**src/rtl/instmem_loader_pkg.sv**
```systemverilog
// -----------------------------------------------------------------------------
// instmem_loader_pkg
// Shared definitions for the instruction-memory program loader:
//   loader_state_t  : loader FSM state encoding
//   HDR_BYTES       : number of bytes in the big-endian word-count header
//   BYTES_PER_WORD  : bytes per instruction word for a given word width
// -----------------------------------------------------------------------------
package instmem_loader_pkg;

   typedef enum logic [2:0] {
      IDLE  = 3'd0,
      HDR   = 3'd1,
      DATA  = 3'd2,
      WRITE = 3'd3,
      CHK   = 3'd4,
      DONE  = 3'd5,
      ERR   = 3'd6
   } loader_state_t;

   localparam int unsigned HDR_BYTES = 32'd2;

   // Instruction words are always a whole number of bytes.
   function automatic int unsigned BYTES_PER_WORD(input int unsigned inst_w);
      return inst_w / 32'd8;
   endfunction

endpackage

```
**src/rtl/instmem_loader_byte_assembler.sv**
```systemverilog
// -----------------------------------------------------------------------------
// byte_assembler
// Shift register plus byte counter that packs an MSB-first byte stream into a
// word. The same instance assembles the header, every instruction word and
// the optional checksum trailer; the caller selects the length per field.
//
// Ports:
//   clk, rst   : clock, asynchronous active-high reset
//   clear      : synchronous clear of the counter and the shift register
//   shift_en   : a byte is being accepted this cycle
//   byte_in    : byte to shift into the least-significant end
//   num_bytes  : bytes that make up the current field
//   word       : registered shift-register contents
//   word_full  : the byte accepted this cycle completes the field; the caller
//                combines it with byte_in to see the complete value one edge
//                early, so no cycle is lost between fields
// -----------------------------------------------------------------------------
module byte_assembler #(
   parameter int W = 32
) (
   input  logic         clk,
   input  logic         rst,
   input  logic         clear,
   input  logic         shift_en,
   input  logic [7:0]   byte_in,
   input  logic [7:0]   num_bytes,
   output logic [W-1:0] word,
   output logic         word_full
);

   logic [7:0]   count_r;
   logic [W-1:0] word_r;

   assign word      = word_r;
   assign word_full = shift_en && (count_r == (num_bytes - 8'd1));

   // Shift register and byte counter; the counter wraps to zero as each field
   // completes so the next field starts without an explicit clear.
   always_ff @(posedge clk or posedge rst) begin
      if (rst) begin
         count_r <= 8'd0;
         word_r  <= '0;
      end else if (clear) begin
         count_r <= 8'd0;
         word_r  <= '0;
      end else if (shift_en) begin
         word_r <= (word_r << 8) | W'(byte_in);
         if (word_full) begin
            count_r <= 8'd0;
         end else begin
            count_r <= count_r + 8'd1;
         end
      end else begin
         count_r <= count_r;
         word_r  <= word_r;
      end
   end

endmodule

```
**src/rtl/instmem_loader.sv**
```systemverilog
// -----------------------------------------------------------------------------
// instmem_loader
// Program loader placed in front of the pipelined MIPS CPU. A host byte stream
// (2-byte big-endian word count N, then N big-endian words) is accepted over a
// valid/ready handshake, each word is written to instruction memory from
// address 0, and enPC is raised once the whole image is stored.
//
// Optional feature: define INSTMEM_LOADER_CHECKSUM_EN to expect a trailing
// INST_W-bit checksum word equal to the mod-2**INST_W sum of all words. A
// mismatch ends in the error state with enPC low.
//
// Ports:
//   clk, rst                 : clock, asynchronous active-high reset
//   start                    : one-cycle pulse beginning a load (IDLE/DONE/ERR)
//   byte_in, byte_valid      : stream data and its valid
//   byte_ready               : loader can accept a byte (HDR, DATA, CHK)
//   instmem_export_data      : word being written
//   instmem_export_address   : word address being written
//   instmem_export_MW        : one-cycle write strobe per word
//   instmem_export_MR        : read strobe, always 0
//   enPC                     : CPU run enable, high once the image is loaded
//   busy, done, error        : load in progress / complete / aborted
// -----------------------------------------------------------------------------
module instmem_loader
   import instmem_loader_pkg::*;
#(
   parameter int INST_W = 32,
   parameter int INST_A = 8
) (
   input  logic              clk,
   input  logic              rst,
   input  logic              start,
   input  logic [7:0]        byte_in,
   input  logic              byte_valid,
   output logic              byte_ready,
   output logic [INST_W-1:0] instmem_export_data,
   output logic [INST_A-1:0] instmem_export_address,
   output logic              instmem_export_MW,
   output logic              instmem_export_MR,
   output logic              enPC,
   output logic              busy,
   output logic              done,
   output logic              error
);

   // The assembler must also hold the 16-bit header, even for narrow words.
   localparam int ASM_W = (INST_W > 16) ? INST_W : 16;

   localparam logic [7:0] WORD_BYTES   = 8'(BYTES_PER_WORD(INST_W));
   localparam logic [7:0] HEADER_BYTES = 8'(HDR_BYTES);

   localparam logic [2:0] S_IDLE  = IDLE;
   localparam logic [2:0] S_HDR   = HDR;
   localparam logic [2:0] S_DATA  = DATA;
   localparam logic [2:0] S_WRITE = WRITE;
   localparam logic [2:0] S_CHK   = CHK;
   localparam logic [2:0] S_DONE  = DONE;
   localparam logic [2:0] S_ERR   = ERR;

   // Where the FSM goes once the last word is written (or N is zero).
`ifdef INSTMEM_LOADER_CHECKSUM_EN
   localparam logic [2:0] S_END = S_CHK;
`else
   localparam logic [2:0] S_END = S_DONE;
`endif

   logic [2:0]        state_r;
   logic [2:0]        state_nxt_s;
   logic              accept_s;
   logic              asm_clear_s;
   logic              asm_full_s;
   logic [7:0]        asm_num_s;
   logic [ASM_W-1:0]  asm_word_s;
   logic [ASM_W-1:0]  assembled_s;
   logic [15:0]       header_s;
   logic              more_s;
   logic              too_big_s;
   logic [INST_A:0]   index_r;
   logic [15:0]       words_r;
   logic              byte_ready_r;
   logic              busy_r;
   logic              done_r;
   logic              error_r;
   logic              enpc_r;
   logic              mw_r;
   logic [INST_A-1:0] address_r;
   logic [INST_W-1:0] data_r;
`ifdef INSTMEM_LOADER_CHECKSUM_EN
   logic [INST_W-1:0] sum_r;
   logic              sum_ok_s;
`endif

   assign accept_s  = byte_valid && byte_ready_r;
   assign asm_num_s = (state_r == S_HDR) ? HEADER_BYTES : WORD_BYTES;

   // Value of the field including the byte accepted this cycle.
   assign assembled_s = (asm_word_s << 8) | ASM_W'(byte_in);
   assign header_s    = assembled_s[15:0];

   // index_r holds the index of the word in WRITE; more words follow if the
   // next index is still below N. Compared at 32 bits so N up to 65535 is safe.
   assign more_s    = (32'(index_r) + 32'd1) < {16'd0, words_r};
   assign too_big_s = {16'd0, header_s} > (32'd1 << INST_A);

`ifdef INSTMEM_LOADER_CHECKSUM_EN
   assign sum_ok_s = (assembled_s[INST_W-1:0] == sum_r);
`endif

   byte_assembler #(
      .W (ASM_W)
   ) u_byte_assembler (
      .clk       (clk),
      .rst       (rst),
      .clear     (asm_clear_s),
      .shift_en  (accept_s),
      .byte_in   (byte_in),
      .num_bytes (asm_num_s),
      .word      (asm_word_s),
      .word_full (asm_full_s)
   );

   // Next-state logic; a start pulse is honoured only in IDLE, DONE and ERR.
   always_comb begin
      state_nxt_s = state_r;
      asm_clear_s = 1'b0;
      case (state_r)
         S_IDLE: begin
            if (start) begin
               state_nxt_s = S_HDR;
               asm_clear_s = 1'b1;
            end else begin
               state_nxt_s = S_IDLE;
            end
         end
         S_HDR: begin
            if (asm_full_s) begin
               if (header_s == 16'd0) begin
                  state_nxt_s = S_END;
               end else if (too_big_s) begin
                  state_nxt_s = S_ERR;
               end else begin
                  state_nxt_s = S_DATA;
               end
            end else begin
               state_nxt_s = S_HDR;
            end
         end
         S_DATA: begin
            if (asm_full_s) begin
               state_nxt_s = S_WRITE;
            end else begin
               state_nxt_s = S_DATA;
            end
         end
         S_WRITE: begin
            if (more_s) begin
               state_nxt_s = S_DATA;
            end else begin
               state_nxt_s = S_END;
            end
         end
`ifdef INSTMEM_LOADER_CHECKSUM_EN
         S_CHK: begin
            if (asm_full_s) begin
               if (sum_ok_s) begin
                  state_nxt_s = S_DONE;
               end else begin
                  state_nxt_s = S_ERR;
               end
            end else begin
               state_nxt_s = S_CHK;
            end
         end
`endif
         S_DONE, S_ERR: begin
            if (start) begin
               state_nxt_s = S_HDR;
               asm_clear_s = 1'b1;
            end else begin
               state_nxt_s = state_r;
            end
         end
         default: begin
            state_nxt_s = S_IDLE;
         end
      endcase
   end

   // FSM state register.
   always_ff @(posedge clk or posedge rst) begin
      if (rst) begin
         state_r <= S_IDLE;
      end else begin
         state_r <= state_nxt_s;
      end
   end

   // Status outputs registered from the next state so they change together
   // with the state they describe.
   always_ff @(posedge clk or posedge rst) begin
      if (rst) begin
         byte_ready_r <= 1'b0;
         busy_r       <= 1'b0;
         done_r       <= 1'b0;
         enpc_r       <= 1'b0;
         error_r      <= 1'b0;
         mw_r         <= 1'b0;
      end else begin
         byte_ready_r <= (state_nxt_s == S_HDR) || (state_nxt_s == S_DATA) ||
                         (state_nxt_s == S_CHK);
         busy_r       <= (state_nxt_s == S_HDR) || (state_nxt_s == S_DATA) ||
                         (state_nxt_s == S_WRITE) || (state_nxt_s == S_CHK);
         done_r       <= (state_nxt_s == S_DONE);
         enpc_r       <= (state_nxt_s == S_DONE);
         error_r      <= (state_nxt_s == S_ERR);
         mw_r         <= (state_nxt_s == S_WRITE);
      end
   end

   // Write port: captured as the last byte of a word arrives so address and
   // data are valid for the whole WRITE cycle, then held until the next word.
   always_ff @(posedge clk or posedge rst) begin
      if (rst) begin
         address_r <= '0;
         data_r    <= '0;
      end else if ((state_r == S_DATA) && (state_nxt_s == S_WRITE)) begin
         address_r <= index_r[INST_A-1:0];
         data_r    <= assembled_s[INST_W-1:0];
      end else begin
         address_r <= address_r;
         data_r    <= data_r;
      end
   end

   // Word index and the word count taken from the header.
   always_ff @(posedge clk or posedge rst) begin
      if (rst) begin
         index_r <= '0;
         words_r <= 16'd0;
      end else begin
         if (asm_clear_s) begin
            index_r <= '0;
         end else if (state_r == S_WRITE) begin
            index_r <= index_r + {{INST_A{1'b0}}, 1'b1};
         end else begin
            index_r <= index_r;
         end
         if ((state_r == S_HDR) && asm_full_s) begin
            words_r <= header_s;
         end else begin
            words_r <= words_r;
         end
      end
   end

`ifdef INSTMEM_LOADER_CHECKSUM_EN
   // Running sum of every written word, wrapping at INST_W bits.
   always_ff @(posedge clk or posedge rst) begin
      if (rst) begin
         sum_r <= '0;
      end else if (asm_clear_s) begin
         sum_r <= '0;
      end else if (state_r == S_WRITE) begin
         sum_r <= sum_r + data_r;
      end else begin
         sum_r <= sum_r;
      end
   end
`endif

   assign byte_ready             = byte_ready_r;
   assign busy                   = busy_r;
   assign done                   = done_r;
   assign error                  = error_r;
   assign enPC                   = enpc_r;
   assign instmem_export_MW      = mw_r;
   assign instmem_export_MR      = 1'b0;
   assign instmem_export_address = address_r;
   assign instmem_export_data    = data_r;

endmodule

```
**config.mk**
```make
export PLATFORM = sky130hd
export DESIGN_NAME = instmem_loader
export DESIGN_NICKNAME = d
export VERILOG_FILES = /design/src/rtl/instmem_loader_pkg.sv /design/src/rtl/instmem_loader_byte_assembler.sv /design/src/rtl/instmem_loader.sv
export SDC_FILE = /design/constraint.sdc
export NUM_CORES = 1
export LEC_CHECK = 0
export ABC_CLOCK_PERIOD_IN_PS = 8770
export CAP_MARGIN = 10
export CORE_MARGIN = 2
export CORE_UTILIZATION = 60
export CTS_CLUSTER_DIAMETER = 150
export CTS_CLUSTER_SIZE = 28
export DETAILED_ROUTE_END_ITERATION = 10
export PLACE_DENSITY = 0.84
export SYNTH_ARGS = -nofsm -noshare
export SYNTH_HDL_FRONTEND = slang
export SYNTH_HIERARCHICAL = 1
export SYNTH_SLANG_ARGS = --single-unit
```
**constraint.sdc**
```tcl
create_clock -name clk -period 8.77 [get_ports clk]
set_input_delay 0.877 -clock clk [delete_from_list [all_inputs] [get_ports clk]]
set_output_delay 0.877 -clock clk [all_outputs]
set_load 0.05 [all_outputs]
```
==> run metrics, run 1 <==
initial antenna violation count 0; Synthesis Warnings 6; capture instance of the worst register-to-register path enPC$_DFF_PP0_; Critical Path Slowest Stage Cell nor4bb_4; HPWL after DPL 7030 um; number of buffer cells added on primary ports 57; 1st-iter DRT viols 190; maximum single-stage delay on the critical path 1.10 ns; max-slew violation count 0; PnR Total Power 1370 uW; worst min-delay path category register to register; cell internal power dissipation 856 uW; maximum operating frequency 211 MHz; per-cell via count in the routed design 5.65; initial core utilization 62.1%; height of the chip 96.2 um; Mapped Area 5100 um2; number of gates given a new drive strength after cts 0; share of total power in combinational logic 29.1%; fraction of layout instances using a drive strength above 1 8.88%; maximum number of pins on one net before global-route repair 74; post-CTS clock slew at the launch and capture registers of the worst setup and hold paths 0.10 ns; CP max FO 27; wire length after detailed routing 10000 um; I/O pin cnt 59; wire length of the first global-routing pass 16900 um; critical path cell sequence inv_1, nand3_1, inv_1, inv_1, ha_1, o21ba_2, a221oi_1, a41oi_1, a211oi_4, nor4bb_4, and4_4, nor4_4, o31ai_1, and2_1; number of clock sinks 105; all-layer global routing usage 23.7%; largest clock skew in the final design 0.0151 ns; number of hold buffers added after CTS 0; share of total power consumed by net switching 37.7%; number of fill cells in the layout 579; Clock power frac 21.1%; CTS Buffer Depth 2; count of cells along the worst register-to-register path 14; final weighted congestion in routability-driven placement 0.773; part of the cycle the worst path needs 54.1%; FP Rows 33; most prevalent standard cell on the critical path inv_1; largest vdd supply drop 0.000141 V; vias in the first global route 3495; Rel. slew slack 22.9%; worst-case hold path end point words_r[10]$_DFFE_PP0P_; clock tree from TritonCTS done; number of instances in the synthesized netlist 460; transition time at the pin with the least slew margin 1.15 ns; Area growth syn-to-layout 16.8%; Clock Root Buffer clkbuf_8; final setup violation count 0; net switching power 519 uW; Reg2Reg Launch Point state_r[2]$_DFF_PP0_; Crit Path Class register to register; portion of total power attributed to sequential cells 49.8%; ANT nets after route 0; power density over the cells 231 nW/um2; nets@finish 548; status finished, final reports clean; number of maximum-capacitance violations 0; static power due to leakage 0.00285 uW; die area 9250 um2; Fin. Hold Viols 0; Clock H-tree levels 3; Final min period 4.75 ns; first drt pass iteration count 4; post-detailed-route wirelength per cell 15.8 um; unrepaired setup endpoints after global routing no; overall overflow remaining after global route 0; final setup TNS 0 ns; cell depth of the worst min-delay path 2; latest clock arrival within the worst-skew pair 0.37 ns; Mean Syn Cell Area 11.1 um2; reg2reg setup slack 4.02 ns; HP Start words_r[10]$_DFFE_PP0P_; critical path data required time 9.08 ns; category of the worst setup path launch point register; vias after detailed routing 3581; number of antenna cells inserted 0; post-detailed-route DRC marker count 0; CTS Buf Count 9; Core Region 8220 um2; CP endpoint kind register; chip width 96.2 um; number of setup buffers added after CTS 0; CP arrival 5.05 ns
==> power groups by stage <==
stage	clock network, uW	logic, uW	registers [uW]
3_5_place_dp	0	399	692
3_3_place_gp	0	382	687
2_1_floorplan	0	276	694
4_1_cts	297	402	684
6_report	290	400	684
5_1_grt	315	443	700
==> state kept, by name, summed over array words and instances (netlist names) <==
register / cells
state_r: 3
busy: 1
index_r: 9
u_byte_assembler/count_r: 8
instmem_export_address: 8
instmem_export_data: 32
words_r: 16
byte_ready: 1
u_byte_assembler/word: 24
error: 1
enPC: 1
instmem_export_MW: 1
==> how the worst max path moves through the flow <==
| stage | startpoint | to | slack (ns) | cells after the start |
|---|---|---|---|---|
| finish | state_r[2]$_DFF_PP0_ | enPC$_DFF_PP0_ | 4.02 | 14 |
| global route | state_r[2]$_DFF_PP0_ | enPC$_DFF_PP0_ | 3.65 | 14 |
| floorplan | state_r[1]$_DFF_PP0_ | enPC$_DFF_PP0_ | 5.37 | 17 |
| global placement | byte_valid | enPC$_DFF_PP0_ | 3.95 | 9 |
| detailed placement | byte_valid | enPC$_DFF_PP0_ | 3.79 | 9 |
| CTS | state_r[2]$_DFF_PP0_ | enPC$_DFF_PP0_ | 4.02 | 14 |
==> placed cells by master (no fill, tap or decap), types with 2 or more instances in the layout <==
cell	count
a41oi_1	2
and2_1	3
o21bai_1	2
nand4_1	4
nor2_1	36
clkbuf_8	10
nand2_1	47
xnor2_1	11
mux2i_1	25
mux2_2	10
a211oi_1	3
or3b_2	2
nor4_4	4
buf_4	3
conb_1	23
ha_1	12
dfrtp_1	105
nor4_1	6
a31oi_1	2
o21ai_0	25
mux2_1	30
a21oi_1	8
nand2b_1	4
and3_1	6
clkdlybuf4s50_1	57
xor2_1	9
inv_1	19
nand3_1	12
o31ai_1	5
a211oi_2	2
clkinv_4	2
nor3_1	10
==> stage by stage <==
stage          util [%]  setup slack, ns  cell area [um2]  hold slack [ns]  instances
6_report           72.5             4.02             5950            0.493        634
5_1_grt            72.5             3.65             5950            0.514        634
4_1_cts            72.5             4.02             5950            0.489        634
3_5_place_dp       70.0             3.79             5760            0.464        618
3_3_place_gp       70.0             3.95             5760            0.462        618
2_1_floorplan         -             5.37             5180            0.446        482
==> routing by layer <==
layer	wire length (um)	share of wire, %	GRT usage (%)
met5	0	0	0
met4	155	1.5	8.21
met3	451	4.5	4.86
met2	5080	51	39.4
met1	4330	43	31.0
==> final cells by class <==
type	count	area, um2	share of cell area, %
clock inverter	6	61.3	1.03
inverter	20	75.1	1.26
sequential	105	2630	44.1
clock buffer	10	138	2.31
tap	105	131	2.21
timing repair buffer	60	593	9.96
multi-input combinational	328	2330	39.1
==> critical path, delay by kind of cell (launching register included) <==
family                     cells  cell delay, ns
AOI/OAI and AO/OA              5            1.30
adders and majority gates      1            0.29
DFF                            1            0.51
and+or+nand+nor                5            2.07
buffers and inverters          3            0.52
Note: power is estimated with default switching activity, not from simulation.
==> run 2, diff against run 1 <==
--- a/config.mk
+++ b/config.mk
@@ -5,14 +5,14 @@
 export SDC_FILE = /design/constraint.sdc
 export NUM_CORES = 1
 export LEC_CHECK = 0
-export ABC_CLOCK_PERIOD_IN_PS = 8770
+export ABC_CLOCK_PERIOD_IN_PS = 4600
 export CAP_MARGIN = 10
 export CORE_MARGIN = 2
-export CORE_UTILIZATION = 60
+export CORE_UTILIZATION = 57
 export CTS_CLUSTER_DIAMETER = 150
 export CTS_CLUSTER_SIZE = 28
 export DETAILED_ROUTE_END_ITERATION = 10
-export PLACE_DENSITY = 0.84
+export PLACE_DENSITY = 0.8
 export SYNTH_ARGS = -nofsm -noshare
 export SYNTH_HDL_FRONTEND = slang
 export SYNTH_HIERARCHICAL = 1
==> constraint.sdc (replaced) <==
create_clock -name clk -period 4.6 [get_ports clk]
set_input_delay 0.46 -clock clk [delete_from_list [all_inputs] [get_ports clk]]
set_output_delay 0.46 -clock clk [all_outputs]
set_load 0.05 [all_outputs]
==> run 2 against run 1 <==
- clock-buffer cell count is the same
- register-to-register slack got worse by 3.6 ns
- critical path depth decreased by 2
- critical endpoint is now instmem_export_data[22]$_DFFE_PP0P_
- largest power group unchanged
==> run metrics, run 2 (synthesized netlist as in run 1, its figures left out) <==
final setup TNS 0 ns; fin area 6040 um2; Core Region 8680 um2; Clock power frac 24.6%; max-slew violation count 0; cell internal power dissipation 1740 uW; number of antenna cells inserted 0; number of maximum-capacitance violations 0; clock tree from TritonCTS done; Multi-input gate area 2330 um2; category of the worst setup path launch point register; area used by sequential logic in the layout 2630 um2; die area 9720 um2; PnR Total Power 2730 uW; post-detailed-route wirelength per cell 16.0 um; number of gates given a new drive strength after cts 0; net switching power 985 uW; share of total power in combinational logic 28.2%; Area growth syn-to-layout 18.5%; height of the chip 98.6 um; Fin. Hold Viols 0; wire length of the first global-routing pass 17800 um; chip width 98.6 um; count of placed standard cells in the final layout, fillers left out 640; critical path startpoint state_r[2]$_DFF_PP0_; HP Start words_r[13]$_DFFE_PP0P_; nets@finish 551; number of hold buffers added after CTS 0; unrepaired setup endpoints after global routing no; total instance count after detailed placement 624; HPWL after DPL 7290 um; post-detailed-route DRC marker count 0; worst min-delay path category register to register; status finished, final reports clean; final setup violation count 0; vias in the first global route 3727; wire length after detailed routing 10300 um; share of total power consumed by net switching 36.1%; Final min period 4.21 ns; vias after detailed routing 3540; number of clock sinks 105; transition time at the pin with the least slew margin 0.834 ns; CP endpoint kind register; fraction of layout instances using a drive strength above 1 9.40%; initial antenna violation count 0; CP max FO 25; all-layer global routing usage 22.8%; portion of total power attributed to sequential cells 47.2%; maximum operating frequency 238 MHz; per-cell via count in the routed design 5.53; maximum number of pins on one net before global-route repair 40; FP Rows 34; I/O pin cnt 59; overall overflow remaining after global route 0; number of setup buffers added after CTS 0; most common cell after layout, fill and taps aside dfrtp_1; Rel. slew slack 44.4%; largest vdd supply drop 0.000230 V; 1st-iter DRT viols 110; first drt pass iteration count 4; critical path data required time 4.85 ns; largest clock skew in the final design 0.0127 ns; number of fill cells in the layout 651; final weighted congestion in routability-driven placement 0.865; commonest cells after routing, fill and taps aside dfrtp_1 (105), clkdlybuf4s50_1 (57), nand2_1 (47); CP arrival 4.46 ns; Reg2Reg Launch Point state_r[2]$_DFF_PP0_; Crit Path Class register to register; number of buffer cells added on primary ports 57; latest clock arrival within the worst-skew pair 0.37 ns; ANT nets after route 0; Cell Area, Placed 5790 um2; Clock Root Buffer clkbuf_8; Clock H-tree levels 3; static power due to leakage 0.00290 uW; post-CTS clock slew at the launch and capture registers of the worst setup and hold paths 0.11 ns; initial core utilization 58.8%; part of the cycle the worst path needs 91.5%; power density over the cells 452 nW/um2; flip-flop count of the largest register, all copies and words added 32; CTS Buffer Depth 2; CTS Buf Count 9
-- run 2: cell count changes in the layout (fill, tap and decap cells not counted) --
| cell | change |
|---|---|
| inv_6 | -1 |
| clkinvlp_4 | -1 |
| buf_4 | +2 |
| buf_12 | +1 |
| clkinv_8 | +1 |
| bufinv_16 | +2 |
| clkinv_4 | -1 |
-- run 2: area by class of cell --
cell class / instances / share of cell area [%]
Tap cell: 108 / 2.24
Timing Repair Buffer: 63 / 10.4
Multi-Input combinational cell: 328 / 38.5
Inverter: 20 / 1.24
Clock buffer: 10 / 2.28
Sequential cell: 105 / 43.5
Clock inverter: 6 / 1.86
-- run 2: critical path, cell delays in order (launching register included) --
cell and delay, ns:
dfrtp_1 0.50, inv_1 0.23, nand3_1 0.30, inv_1 0.24, inv_1 0.06, ha_1 0.28, o21ba_2 0.24, a221oi_1 0.32
a41oi_1 0.12, a211oi_4 0.53, and4_2 0.64, buf_12 0.25, mux2_1 0.37
-- run 2: path summary, 6_finish.rpt --
check | to | slack (ns) | cells past startpoint
setup / recovery | instmem_export_data[22]$_DFFE_PP0P_ | 0.39 | 12
hold / removal | words_r[13]$_DFFE_PP0P_ | 0.49 | 2
setup reg to reg | instmem_export_data[22]$_DFFE_PP0P_ | 0.39 | 12
hold reg to reg | words_r[13]$_DFFE_PP0P_ | 0.49 | 2
max in group asynchronous | words_r[3]$_DFFE_PP0P_ | 3.05 | 3
min in group asynchronous | u_byte_assembler/word[19]$_DFFE_PP0P_ | 0.52 | 3
-- run 2: power by group through the flow --
stage / Combinational, uW / Clock [uW] / Sequential (uW)
global placement: 738 / 0 / 1300
finish: 771 / 671 / 1290
global route: 849 / 721 / 1320
floorplan: 527 / 0 / 1320
CTS: 774 / 681 / 1290
detailed placement: 768 / 0 / 1310
-- run 2: per-stage QoR --
stage               hold slack, ns  setup WS, ns  util (%)
global placement             0.463         0.709      66.8
floorplan                    0.446          1.20         -
global route                 0.512         0.164      69.7
finish                       0.494         0.393      69.7
CTS                          0.497         0.446      69.7
detailed placement           0.474         0.469      66.8
-- run 2: layer usage --
metal  wire [um]  up-vias  track usage (%)
met5           0        -                0
met4         124        0             6.01
met3         340       10             4.68
met2        5230       65             38.2
met1        4570     1757             30.9
li1            -     1708                -
==> run 3, diff against run 2 <==
--- a/config.mk
+++ b/config.mk
@@ -17,3 +17,4 @@
 export SYNTH_HDL_FRONTEND = slang
 export SYNTH_HIERARCHICAL = 1
 export SYNTH_SLANG_ARGS = --single-unit
+export TNS_END_PERCENT = 30
==> results of run 3 <==
No change in the layout: final DEF, timing and power equal those of run 2.
